`src/rtl/psum_out_drain.sv`:
```
// psum_out_drain
//   Output-path drain stage. Buffers whole psum rows arriving on a valid-only
//   strobe (no backpressure) in a small row FIFO and serializes the head row
//   onto a narrow valid/ready bus, lower lanes first. A row arriving while the
//   FIFO has no room is dropped and the sticky overflow flag is raised.
//
//   Build option: define PSUM_DRAIN_RELU_EN to clamp negative lanes to zero at
//   the output mux. Stored rows stay raw and no latency is added.
//
// Ports
//   clk        rising-edge clock
//   reset      asynchronous, active-low reset
//   in_valid   row strobe from the core
//   in_data    psum row, lane 0 in bits [psum_bw-1:0]
//   out_ready  consumer accepts the current beat
//   out_valid  a beat is present (FIFO not empty)
//   out_data   current beat, lower lane index in lower bits
//   out_last   current beat is the final beat of its row
//   count      rows stored, including the row being drained
//   overflow   sticky: at least one row was dropped since reset

module psum_out_drain #(
    parameter int col     = 8,
    parameter int psum_bw = 16,
    parameter int out_bw  = 32,
    parameter int depth   = 4
) (
    input  logic                         clk,
    input  logic                         reset,
    input  logic                         in_valid,
    input  logic [psum_bw*col-1:0]       in_data,
    input  logic                         out_ready,
    output logic                         out_valid,
    output logic [out_bw-1:0]            out_data,
    output logic                         out_last,
    output logic [$clog2(depth+1)-1:0]   count,
    output logic                         overflow
);

    localparam int ROW_W = psum_bw * col;
    localparam int BPR   = ROW_W / out_bw;
    localparam int LPB   = out_bw / psum_bw;
    localparam int PW    = $clog2(depth);
    localparam int CW    = $clog2(depth + 1);
    localparam int BIW   = (BPR > 1) ? $clog2(BPR) : 1;

    localparam logic [CW-1:0]  DEPTH_C   = CW'(depth);
    localparam logic [BIW-1:0] LAST_BEAT = BIW'(BPR - 1);

    logic [ROW_W-1:0]  mem [depth];
    logic [PW-1:0]     wr_ptr;
    logic [PW-1:0]     rd_ptr;
    logic [BIW-1:0]    beat_idx;

    logic [ROW_W-1:0]  head_row;
    logic [out_bw-1:0] raw_beat;
    logic [out_bw-1:0] beat_mux;
    logic              xfer;
    logic              pop;
    logic              room;
    logic              wr_en;

    // Output mux: head row slice selected by beat_idx. Gated to zero when
    // empty so never-written storage does not leak onto out_data.
    always_comb begin
        out_valid = (count != '0);
        head_row  = mem[rd_ptr];
        raw_beat  = head_row[int'(beat_idx)*out_bw +: out_bw];
        beat_mux  = raw_beat;
`ifdef PSUM_DRAIN_RELU_EN
        for (int unsigned l = 0; l < LPB; l++) begin
            if (raw_beat[int'(l)*psum_bw + psum_bw - 1]) begin
                beat_mux[int'(l)*psum_bw +: psum_bw] = '0;
            end
        end
`endif
        out_data  = out_valid ? beat_mux : '0;
        out_last  = out_valid && (beat_idx == LAST_BEAT);
    end

    // A full FIFO still accepts a row when its head row pops in the same
    // cycle; the new row lands in the slot being vacated.
    always_comb begin
        xfer  = out_valid && out_ready;
        pop   = xfer && (beat_idx == LAST_BEAT);
        room  = (count != DEPTH_C) || pop;
        wr_en = in_valid && room;
    end

    // Row storage is intentionally not reset.
    always_ff @(posedge clk) begin
        if (wr_en) begin
            mem[wr_ptr] <= in_data;
        end
    end

    always_ff @(posedge clk or negedge reset) begin
        if (!reset) begin
            wr_ptr   <= '0;
            rd_ptr   <= '0;
            beat_idx <= '0;
            count    <= '0;
            overflow <= 1'b0;
        end else begin
            if (wr_en) begin
                wr_ptr <= wr_ptr + PW'(1);
            end
            if (in_valid && !room) begin
                overflow <= 1'b1;
            end
            if (xfer) begin
                if (pop) begin
                    beat_idx <= '0;
                    rd_ptr   <= rd_ptr + PW'(1);
                end else begin
                    beat_idx <= beat_idx + BIW'(1);
                end
            end
            case ({wr_en, pop})
                2'b10:   count <= count + CW'(1);
                2'b01:   count <= count - CW'(1);
                default: count <= count;
            endcase
        end
    end

endmodule

```
`config.mk`:
```
export PLATFORM = sky130hd
export DESIGN_NAME = psum_out_drain
export DESIGN_NICKNAME = d
export VERILOG_FILES = /design/src/rtl/psum_out_drain.sv
export SDC_FILE = /design/constraint.sdc
export NUM_CORES = 1
export LEC_CHECK = 0
export ABC_CLOCK_PERIOD_IN_PS = 4800
export BUFFER_PORTS_ARGS = -buffer_cell sky130_fd_sc_hd__buf_2
export CAP_MARGIN = 20
export CORE_ASPECT_RATIO = 1.25
export CORE_MARGIN = 2
export CORE_UTILIZATION = 55
export CTS_BUF_LIST = sky130_fd_sc_hd__clkbuf_2 sky130_fd_sc_hd__clkbuf_4 sky130_fd_sc_hd__clkbuf_8
export DETAILED_ROUTE_END_ITERATION = 10
export PLACE_DENSITY = 0.83
export SLEW_MARGIN = 20
export SYNTH_ARGS = -nofsm -noshare
export SYNTH_HDL_FRONTEND = slang
export SYNTH_SLANG_ARGS = --single-unit
```
`constraint.sdc`:
```
create_clock -name clk -period 4.8 [get_ports clk]
set_input_delay 0.24 -clock clk [delete_from_list [all_inputs] [get_ports clk]]
set_output_delay 0.24 -clock clk [all_outputs]
set_load 0.005 [all_outputs]
```
---- After elaboration in Yosys (flattened, before gate mapping) ----
Memory sizes are Yosys's and may differ from the RTL's.
Index checks and enable logic that the tools add are counted.
word-level totals
  bits in registers ....................... 10
  memory bits (writable) .................. 512
  input bits .............................. 132
  output and inout port bits .............. 38
  word-level logic and storage cells ...... 31
  memories ................................ 1
memory list
  name  words  width  rd ports  clocked after Yosys merged registers in  wr ports  RTL line  source
  mem   4      128    1         0                                        1         50        logic [ROW_W-1:0] mem [depth];
operators by class
  $add $sub $neg .......................... 5
  eq/ne operators ......................... 4
  shift operators ......................... 1
  multiplexer cells ....................... 5
  reduce and logical (&&, ||, !) cells .... 10
operators by type and width
  cell                                                                    number
  128-bit by 8-bit indexed part select with 32-bit output                 1
  32-bit two-way mux                                                      1
  2-bit by 1-bit adder with 2-bit output (second input constant)          3
  3-bit case mux with 2 select lines                                      1
  1-bit logical AND                                                       5
  2-bit equality test (second input constant)                             2
  3-bit by 1-bit adder with 3-bit output (second input constant)          1
  3-bit inequality test (second input constant)                           1
  3-bit nonzero test                                                      1
  3-bit by 1-bit subtractor with 3-bit output (second input constant)     1
  2-bit by 1-bit equality test with 1-bit output (second input constant)  1
  1-bit two-way mux                                                       2
  2-bit two-way mux                                                       1
  2-bit AND reduction                                                     1
  2-bit nonzero test                                                      1
  1-bit logical NOT                                                       1
  1-bit logical OR                                                        1

---- Depth between registers and ports, before layout ----
Gate-level depths: netlist of run 1.
  depth in word-level cells ............... 7
  mapped depth ............................ 8
  gate-level depth less buffers ........... 8

---- Worst setup path before layout of run 1 ----
No wires, ideal clock.
  path kind ............................... reg2reg
  from .................................... register beat_idx[0]
  to ...................................... memory mem[2][0] (netlist bit), enable pin
  setup time .............................. 502 ps
  arrival time ............................ 4195 ps
  required time ........................... 4298 ps
  setup slack ............................. 102 ps
  cell stages (with the launch flop) ...... 6
  buffers on the path ..................... 0
  period minus slack after synthesis ...... 4698 ps
  cells stage by stage .................... dfrtp_1 ha_1 nand2_1 and2_1 a21oi_1 and2_1
on the way
  longest elaborated chain between the ends .. 6
RTL lines
  element                                  RTL line  source
  start: declaration                       53        logic [BIW-1:0] beat_idx;
  start signal: assignment                 116       beat_idx <= beat_idx + BIW'(1);
  2-bit equality test                      85        pop = xfer && (beat_idx == LAST_BEAT);
  1-bit logical AND                        85
  1-bit logical OR                         86        room = (count != DEPTH_C) || pop;
  1-bit logical AND                        87        wr_en = in_valid && room;
  1-bit two-way mux                        92        if (wr_en) begin
  1-bit two-way mux (implied by the code)  93        mem[wr_ptr] <= in_data;
  end: declaration                         50
Every way passes these cells.

---- Final worst setup path of run 1 ----
  from .................................... register rd_ptr[0]
  to ...................................... output out_data[16]
on the way
  longest elaborated chain between the ends .. 3
RTL lines
  element                                                  RTL line  source
  start: declaration                                       52        logic [PW-1:0] rd_ptr;
  start signal: assignment                                 114       rd_ptr <= rd_ptr + PW'(1);
  memory read 4 x 128 bit                                  --
  128-bit by 8-bit indexed part select with 32-bit output  68        raw_beat = head_row[int'(beat_idx)*out_bw +: out_bw];
  32-bit two-way mux                                       77        out_data = out_valid ? beat_mux : '0;
  end: declaration                                         34        output logic [out_bw-1:0] out_data,
Every way passes these cells.

==> results of run 1 <==
[power groups by stage]
stage | clock network, W | logic [W] | registers, W
after floorplan | 0 | 0.00284 | 0.00630
after global placement | 0 | 0.00385 | 0.00644
after detailed placement | 0 | 0.00391 | 0.00651
after CTS | 0.00342 | 0.00402 | 0.00642
after global routing | 0.00364 | 0.00429 | 0.00649
final | 0.00336 | 0.00397 | 0.00641
[cells by family (layout without fill, tap and decap cells)]
logic type / count (synthesis) / in the layout
XOR/XNOR: 5 / 5
AND/OR/NAND/NOR: 58 / 58
flip-flops: 522 / 522
other: 0 / 1
buffers and inverters: 51 / 459
adder cells (fa/ha/maj): 6 / 6
multiplexers: 134 / 134
AO/OA/AOI/OAI: 78 / 78
[Yosys cell counts]
library cell  count  share of area
o2111ai_1         1        0.00044
fa_1              1         0.0010
nand2_1          37         0.0070
nor3b_1           2        0.00076
nor3_1            2        0.00051
xor2_1            2        0.00089
and3_1            2        0.00063
inv_1             5        0.00095
and2_1            6         0.0019
nand3b_1          1        0.00038
buf_6             9         0.0051
nor3_4            1        0.00082
nor4_1            1        0.00032
buf_2            13         0.0033
a21o_1            1        0.00038
a21oi_1           5         0.0013
a22oi_1          62          0.024
edfxtp_1        512           0.78
clkbuf_1         20         0.0038
dfrtp_1          10          0.013
xnor2_1           3         0.0013
nand3_1           2        0.00051
mux2i_1           5         0.0025
nor2_1            4        0.00076
ha_1              5         0.0032
a2bb2oi_1         1        0.00044
mux2_2            3         0.0017
o21ai_0           4         0.0010
buf_4             3         0.0011
inv_2             1        0.00019
a31o_2            1        0.00044
mux4_2          126           0.14
o211ai_1          1        0.00038
a2111oi_0         1        0.00044
o31ai_1           1        0.00038
[final cells by class]
class	count	area [um2]
fillers	2236	11400
repair buffers	319	2400
well taps	474	593
inverters	6	22.5
diodes	1	2.50
clock inverters	32	200
flip-flops and latches	522	15600
clock buffers	102	1250
multi-input cells	281	3910
[layer usage]
layer  vias to the layer above  part of all wire  GRT usage
met1                      5142              0.38      0.274
met2                       399              0.54      0.399
li1                       4354                 -          -
met3                        71             0.056     0.0395
met5                         -                 0          0
met4                         0             0.023     0.0782
[placed cells by master (no fill, tap or decap), types with 5 or more instances in the layout]
cell and count:
clkinv_2 5, ha_1 5, mux4_2 126, clkinv_1 18, a22oi_1 62, clkbuf_8 77
a21oi_1 5, clkbuf_4 25, mux2i_1 5, dlygate4sd3_1 130, nand2_1 37, dfrtp_1 8
edfxtp_1 512, buf_2 169, buf_12 8, inv_1 5, buf_4 12
[metrics by stage]
| step | setup WS, ns | utilization |
|---|---|---|
| after floorplan | 0.102 | - |
| final | 1.34 | 0.677 |
| after CTS | 1.27 | 0.677 |
| after detailed placement | 1.44 | 0.600 |
| after global placement | 1.57 | 0.600 |
| after global routing | 1.08 | 0.677 |
[worst max-delay path by stage]
stage,startpoint,to,slack [ns],cells past startpoint
2_1_floorplan,beat_idx[0]$_DFFE_PN0P_,mem[2][0]$_DFFE_PP_,0.10,5
3_3_place_gp,beat_idx[0]$_DFFE_PN0P_,mem[0][81]$_DFFE_PP_,1.57,6
3_5_place_dp,beat_idx[0]$_DFFE_PN0P_,mem[0][116]$_DFFE_PP_,1.44,6
4_1_cts,rd_ptr[0]$_DFFE_PN0P_,out_data[17],1.27,5
5_1_grt,rd_ptr[0]$_DFFE_PN0P_,out_data[16],1.08,5
6_report,rd_ptr[0]$_DFFE_PN0P_,out_data[16],1.34,5
[flip-flops by register name (all words and copies together) (netlist names)]
name	count
mem	512
beat_idx	2
wr_ptr	2
rd_ptr	2
overflow	1
count	3
[worst max-delay path: cells and delay by family (launching register included)]
family	cells	cell delay [ns]
AND/OR/NAND/NOR	1	0.10
multiplexers	1	0.57
flip-flops	1	0.92
buffers and inverters	2	0.68
AO/OA/AOI/OAI	1	0.27
==> results.sh, run 1 <==
export IMPL_htree_levels=3
export IMPL_cts_buffers=76
export IMPL_clkPwrFrac=0.245
export IMPL_clk_latency_ns=0.61
export IMPL_postRouteAntennaNets=0
export IMPL_end_kind="output port"
export IMPL_drc_errors=0
export IMPL_pwr_share_seq=0.466
export IMPL_stdcell_count=1737
export IMPL_place_gp_congestion=0.722
export IMPL_cts_hold_buffers=130
export IMPL_slowest_delay_ns=0.92
export IMPL_drtIter0Drc=938
export IMPL_peakVddDrop_uv=389
export IMPL_cts_sinks=522
export IMPL_startpoint_type="register"
export IMPL_leakage_nw=8.15
export IMPL_dp_cells=1472
export IMPL_reg2reg_to="mem[0][80]$_DFFE_PP_"
export IMPL_io_pins=170
export IMPL_cts_tree="built"
export IMPL_power_w=0.0137
export IMPL_post_cts_resized=0
export IMPL_synthSimpleGateAreaFrac=0.0136
export IMPL_worstPathMaxFanout=36
export IMPL_drive_above_1_share=0.354
export IMPL_p_switching_w=0.00411
export IMPL_synth_area_per_cell_um2=23.2
export IMPL_synth_nets=992
export IMPL_synth_cells=854
export IMPL_pwr_share_comb=0.289
export IMPL_drv_slew=0
export IMPL_dieArea_um2=37500
export IMPL_rrSetupSlack_ns=1.48
export IMPL_cts_setup_buffers=0
export IMPL_rsz0062_at_grt="no"
export IMPL_worstPathCellList="buf_4 -> mux4_2 -> a22oi_1 -> nand2_1 -> buf_2"
export IMPL_required_ns=4.56
export IMPL_synth_adder_area_share=0.00417
export IMPL_yosys_warnings=0
export IMPL_holdWs_ns=0.0544
export IMPL_p_sw_frac=0.299
export IMPL_power_density_nw_per_um2=573
export IMPL_antenna_found_initial=0
export IMPL_final_nets=1344
export IMPL_start_util=0.558
export IMPL_finClkSkew_ns=0.0284
export IMPL_crit_slowest_cell="dfrtp_4"
export IMPL_min_path_type="input port to asynchronous set/reset pin"
export IMPL_synthDistinctLibCells=35
export IMPL_arrival_ns=3.22
export IMPL_grt_max_degree=91
export IMPL_crit_type="register to output port"
export IMPL_wl_per_cell_um=23.4
export IMPL_die_y_um=216
export IMPL_first_global_vias=10800
export IMPL_tightest_slew_ns=0.996
export IMPL_via_count=9966
export IMPL_synth_xor_area_frac=0.00221
export IMPL_die_x_um=174
export IMPL_reg2reg_depth=6
export IMPL_rows=77
export IMPL_synth_seq_area_share=0.789
export IMPL_max_slew_margin=0.336
export IMPL_internal_power_w=0.00963
export IMPL_track_usage=0.222
export IMPL_synthesis_area_um2=19800
export IMPL_ys_ff_latch=522
export IMPL_grt_pass1_wl_um=62300
export IMPL_worstReg2RegStart="beat_idx[0]$_DFFE_PN0P_"
export IMPL_max_freq_mhz=289
export IMPL_io_buffers=169
export IMPL_maxCapViolCount=0
export IMPL_post_route_period_util=0.721
export IMPL_finalCriticalPeriod_ns=3.46
export IMPL_muxShareOfSynthArea=0.148
export IMPL_report_final_hold_viol_count=0
export IMPL_clk_pin_slew_ns=0.06
export IMPL_grt_overflow_total=0
export IMPL_outcome="finished, final reports clean"
export IMPL_dr_pass1_iters=5
export IMPL_synth_top_family_by_area="multiplexers"
export IMPL_cts_buffer_depth=3
export IMPL_wl_um=40700
export IMPL_place_hpwl_um=22400
export IMPL_fin_setup_tns_ns=0
export IMPL_cts_root_buf="clkbuf_8"
export IMPL_final_cell_area_um2=24000
export IMPL_viasPerCell=5.74
export IMPL_setup_viol=0
export IMPL_place_area_um2=21300
export IMPL_syn_to_final_growth_pct=21.3
export IMPL_synth_compound_gate_area_share=0.0287
export IMPL_core_area_um2=35500
No activity file was read; power rests on OpenSTA's default activity.
==> inputs of run 2 (changes only) <==
ABC_CLOCK_PERIOD_IN_PS = 2790   (was 4800)
clock period = 2.79 ns   (was 4.8 ns; I/O delays follow)
==> run 2 against run 1 <==
Effect of this change: die area unchanged; final cell count increased by 2.2%; worst setup slack got worse by 1.2 ns; wire length increased by 6.0%; global-route usage increased by 1.0 points; critical path depth increased by 1; flip-flop and latch count unchanged; first-iteration DRC count decreased by 4.7%; largest cell class unchanged.
==> results.sh, run 2 (synthesis results as in run 1) <==
export IMPL_outcome="finished, final reports clean"
export IMPL_die_x_um=174
export IMPL_drc_errors=0
export IMPL_drtIter0Drc=894
export IMPL_htree_levels=3
export IMPL_startpoint_type="register"
export IMPL_tightest_slew_ns=0.578
export IMPL_max_freq_mhz=373
export IMPL_worstReg2RegStart="beat_idx[1]$_DFFE_PN0P_"
export IMPL_die_y_um=216
export IMPL_syn_to_final_growth_pct=24.1
export IMPL_place_gp_congestion=0.771
export IMPL_largestRegisters="mem x512, count x3"
export IMPL_io_buffers=169
export IMPL_required_ns=2.65
export IMPL_final_cell_mix="edfxtp_1 (512), buf_2 (169), dlygate4sd3_1 (132), mux4_2 (126), clkbuf_8 (80)"
export IMPL_track_usage=0.232
export IMPL_via_count=10300
export IMPL_slowest_delay_ns=0.51
export IMPL_place_area_um2=21500
export IMPL_drive_above_1_share=0.378
export IMPL_clk_latency_ns=0.64
export IMPL_leakage_nw=8.44
export IMPL_fin_ws_ns=0.106
export IMPL_post_route_period_util=0.962
export IMPL_wl_um=43100
export IMPL_end_kind="output port"
export IMPL_rows=77
export IMPL_cts_buffer_depth=3
export IMPL_finalCriticalPeriod_ns=2.68
export IMPL_place_hpwl_um=24100
export IMPL_dp_slack_ns=0.216
export IMPL_rsz0062_at_grt="yes"
export IMPL_dieArea_um2=37500
export IMPL_critical_path_buf_inv_count=3
export IMPL_crit_cells=6
export IMPL_min_from="in_data[59]"
export IMPL_max_slew_margin=0.615
export IMPL_grt_max_degree=55
export IMPL_antenna_found_initial=3
export IMPL_worstPathMaxFanout=12
export IMPL_first_global_vias=11000
export IMPL_power_density_nw_per_um2=1010
export IMPL_reg2reg_depth=7
export IMPL_grt_pass1_wl_um=64600
export IMPL_cts_buffers=77
export IMPL_crit_slowest_cell="mux4_2"
export IMPL_viasPerCell=5.80
export IMPL_core_area_um2=35500
export IMPL_postRouteAntennaNets=0
export IMPL_cts_tree="built"
export IMPL_cp_top_family="buffers and inverters"
export IMPL_top_register="mem"
export IMPL_min_path_type="input port to register"
export IMPL_worstPathCellList="buf_6 -> buf_4 -> mux4_2 -> a22oi_1 -> nand2_1 -> buf_2"
export IMPL_rrSetupSlack_ns=0.18
export IMPL_cts_root_buf="clkbuf_8"
export IMPL_largest_reg_flops=512
export IMPL_io_pins=170
export IMPL_wl_per_cell_um=24.3
export IMPL_clk_pin_slew_ns=0.06
export IMPL_holdPathEnd="mem[0][59]$_DFFE_PP_"
export IMPL_crit_type="register to output port"
export IMPL_cts_sinks=522
export IMPL_reg2reg_to="mem[3][83]$_DFFE_PP_"
export IMPL_holdWs_ns=0.258
export IMPL_peakVddDrop_uv=543
export IMPL_setup_viol=0
export IMPL_grt_overflow_total=0
export IMPL_finClkSkew_ns=0.0420
export IMPL_maxCapViolCount=0
export IMPL_report_final_hold_viol_count=0
export IMPL_mostFrequentLayoutCell="edfxtp_1"
export IMPL_final_cell_area_um2=24600
export IMPL_final_nets=1388
export IMPL_drv_slew=0
export IMPL_dr_pass1_iters=5
export IMPL_holdPathStages=2
export IMPL_start_util=0.558
export IMPL_arrival_ns=2.54
## run 2: per-stage QoR
| step | power, W | instances | TNS [ns] | util |
|---|---|---|---|---|
| 2_1_floorplan | 0.0156 | 854 | -255.06 | - |
| 3_3_place_gp | 0.0180 | 1490 | 0 | 0.606 |
| 3_5_place_dp | 0.0182 | 1490 | 0 | 0.606 |
| 4_1_cts | 0.0245 | 1753 | 0 | 0.687 |
| 5_1_grt | 0.0258 | 1773 | -0.0480 | 0.693 |
| 6_report | 0.0247 | 1775 | 0 | 0.693 |
## run 2: per-layer routing
metal / routed length (um) / GRT usage / part of all wire
met3: 3190 / 0.0504 / 0.074
met1: 15800 / 0.286 / 0.37
met2: 22800 / 0.408 / 0.53
met4: 1260 / 0.0891 / 0.029
met5: 0 / 0 / 0
## run 2: worst reg2reg max path, cell delays in order (launching register included)
cell	delay, ns
dfrtp_1	0.53
ha_1	0.31
nand2_1	0.16
and2_1	0.22
a21oi_1	0.29
buf_4	0.21
and2_4	0.20
buf_12	0.32
## run 2: layout make-up
cell class              count  area (um2)
flip-flops and latches    522       15600
fillers                  2139       10900
inverters                   6        22.5
diodes                      4        10.0
clock buffers             102        1270
repair buffers            362        2920
multi-input cells         281        3930
clock inverters            24         199
well taps                 474         593
## run 2: what timing repair did
item | CTS | global route
endpoints found under the setup margin | 31 | 35
pin swaps | 0 | 2
setup buffers | 4 | 17
gates cloned | 1 | 1
resized for setup | 4 | 7
endpoints found under the hold margin | 528 | 0
hold buffers | 132 | 0
## run 2: worst max-delay path by stage
stage / from / to / slack (ns)
after floorplan: beat_idx[0]$_DFFE_PN0P_ / mem[0][0]$_DFFE_PP_ / -0.50
after global placement: beat_idx[1]$_DFFE_PN0P_ / mem[1][86]$_DFFE_PP_ / 0.31
after detailed placement: beat_idx[1]$_DFFE_PN0P_ / mem[1][86]$_DFFE_PP_ / 0.22
after CTS: rd_ptr[0]$_DFFE_PN0P_ / out_data[28] / 0.002
after global routing: rd_ptr[0]$_DFFE_PN0P_ / out_data[27] / -0.02
final: rd_ptr[0]$_DFFE_PN0P_ / out_data[28] / 0.11
## run 2: power by group
group	total [W]	internal [W]	switching [W]
Clock	0.00598	0.00322	0.00276
Sequential	0.0108	0.0103	0.000492
Combinational	0.00799	0.00385	0.00414
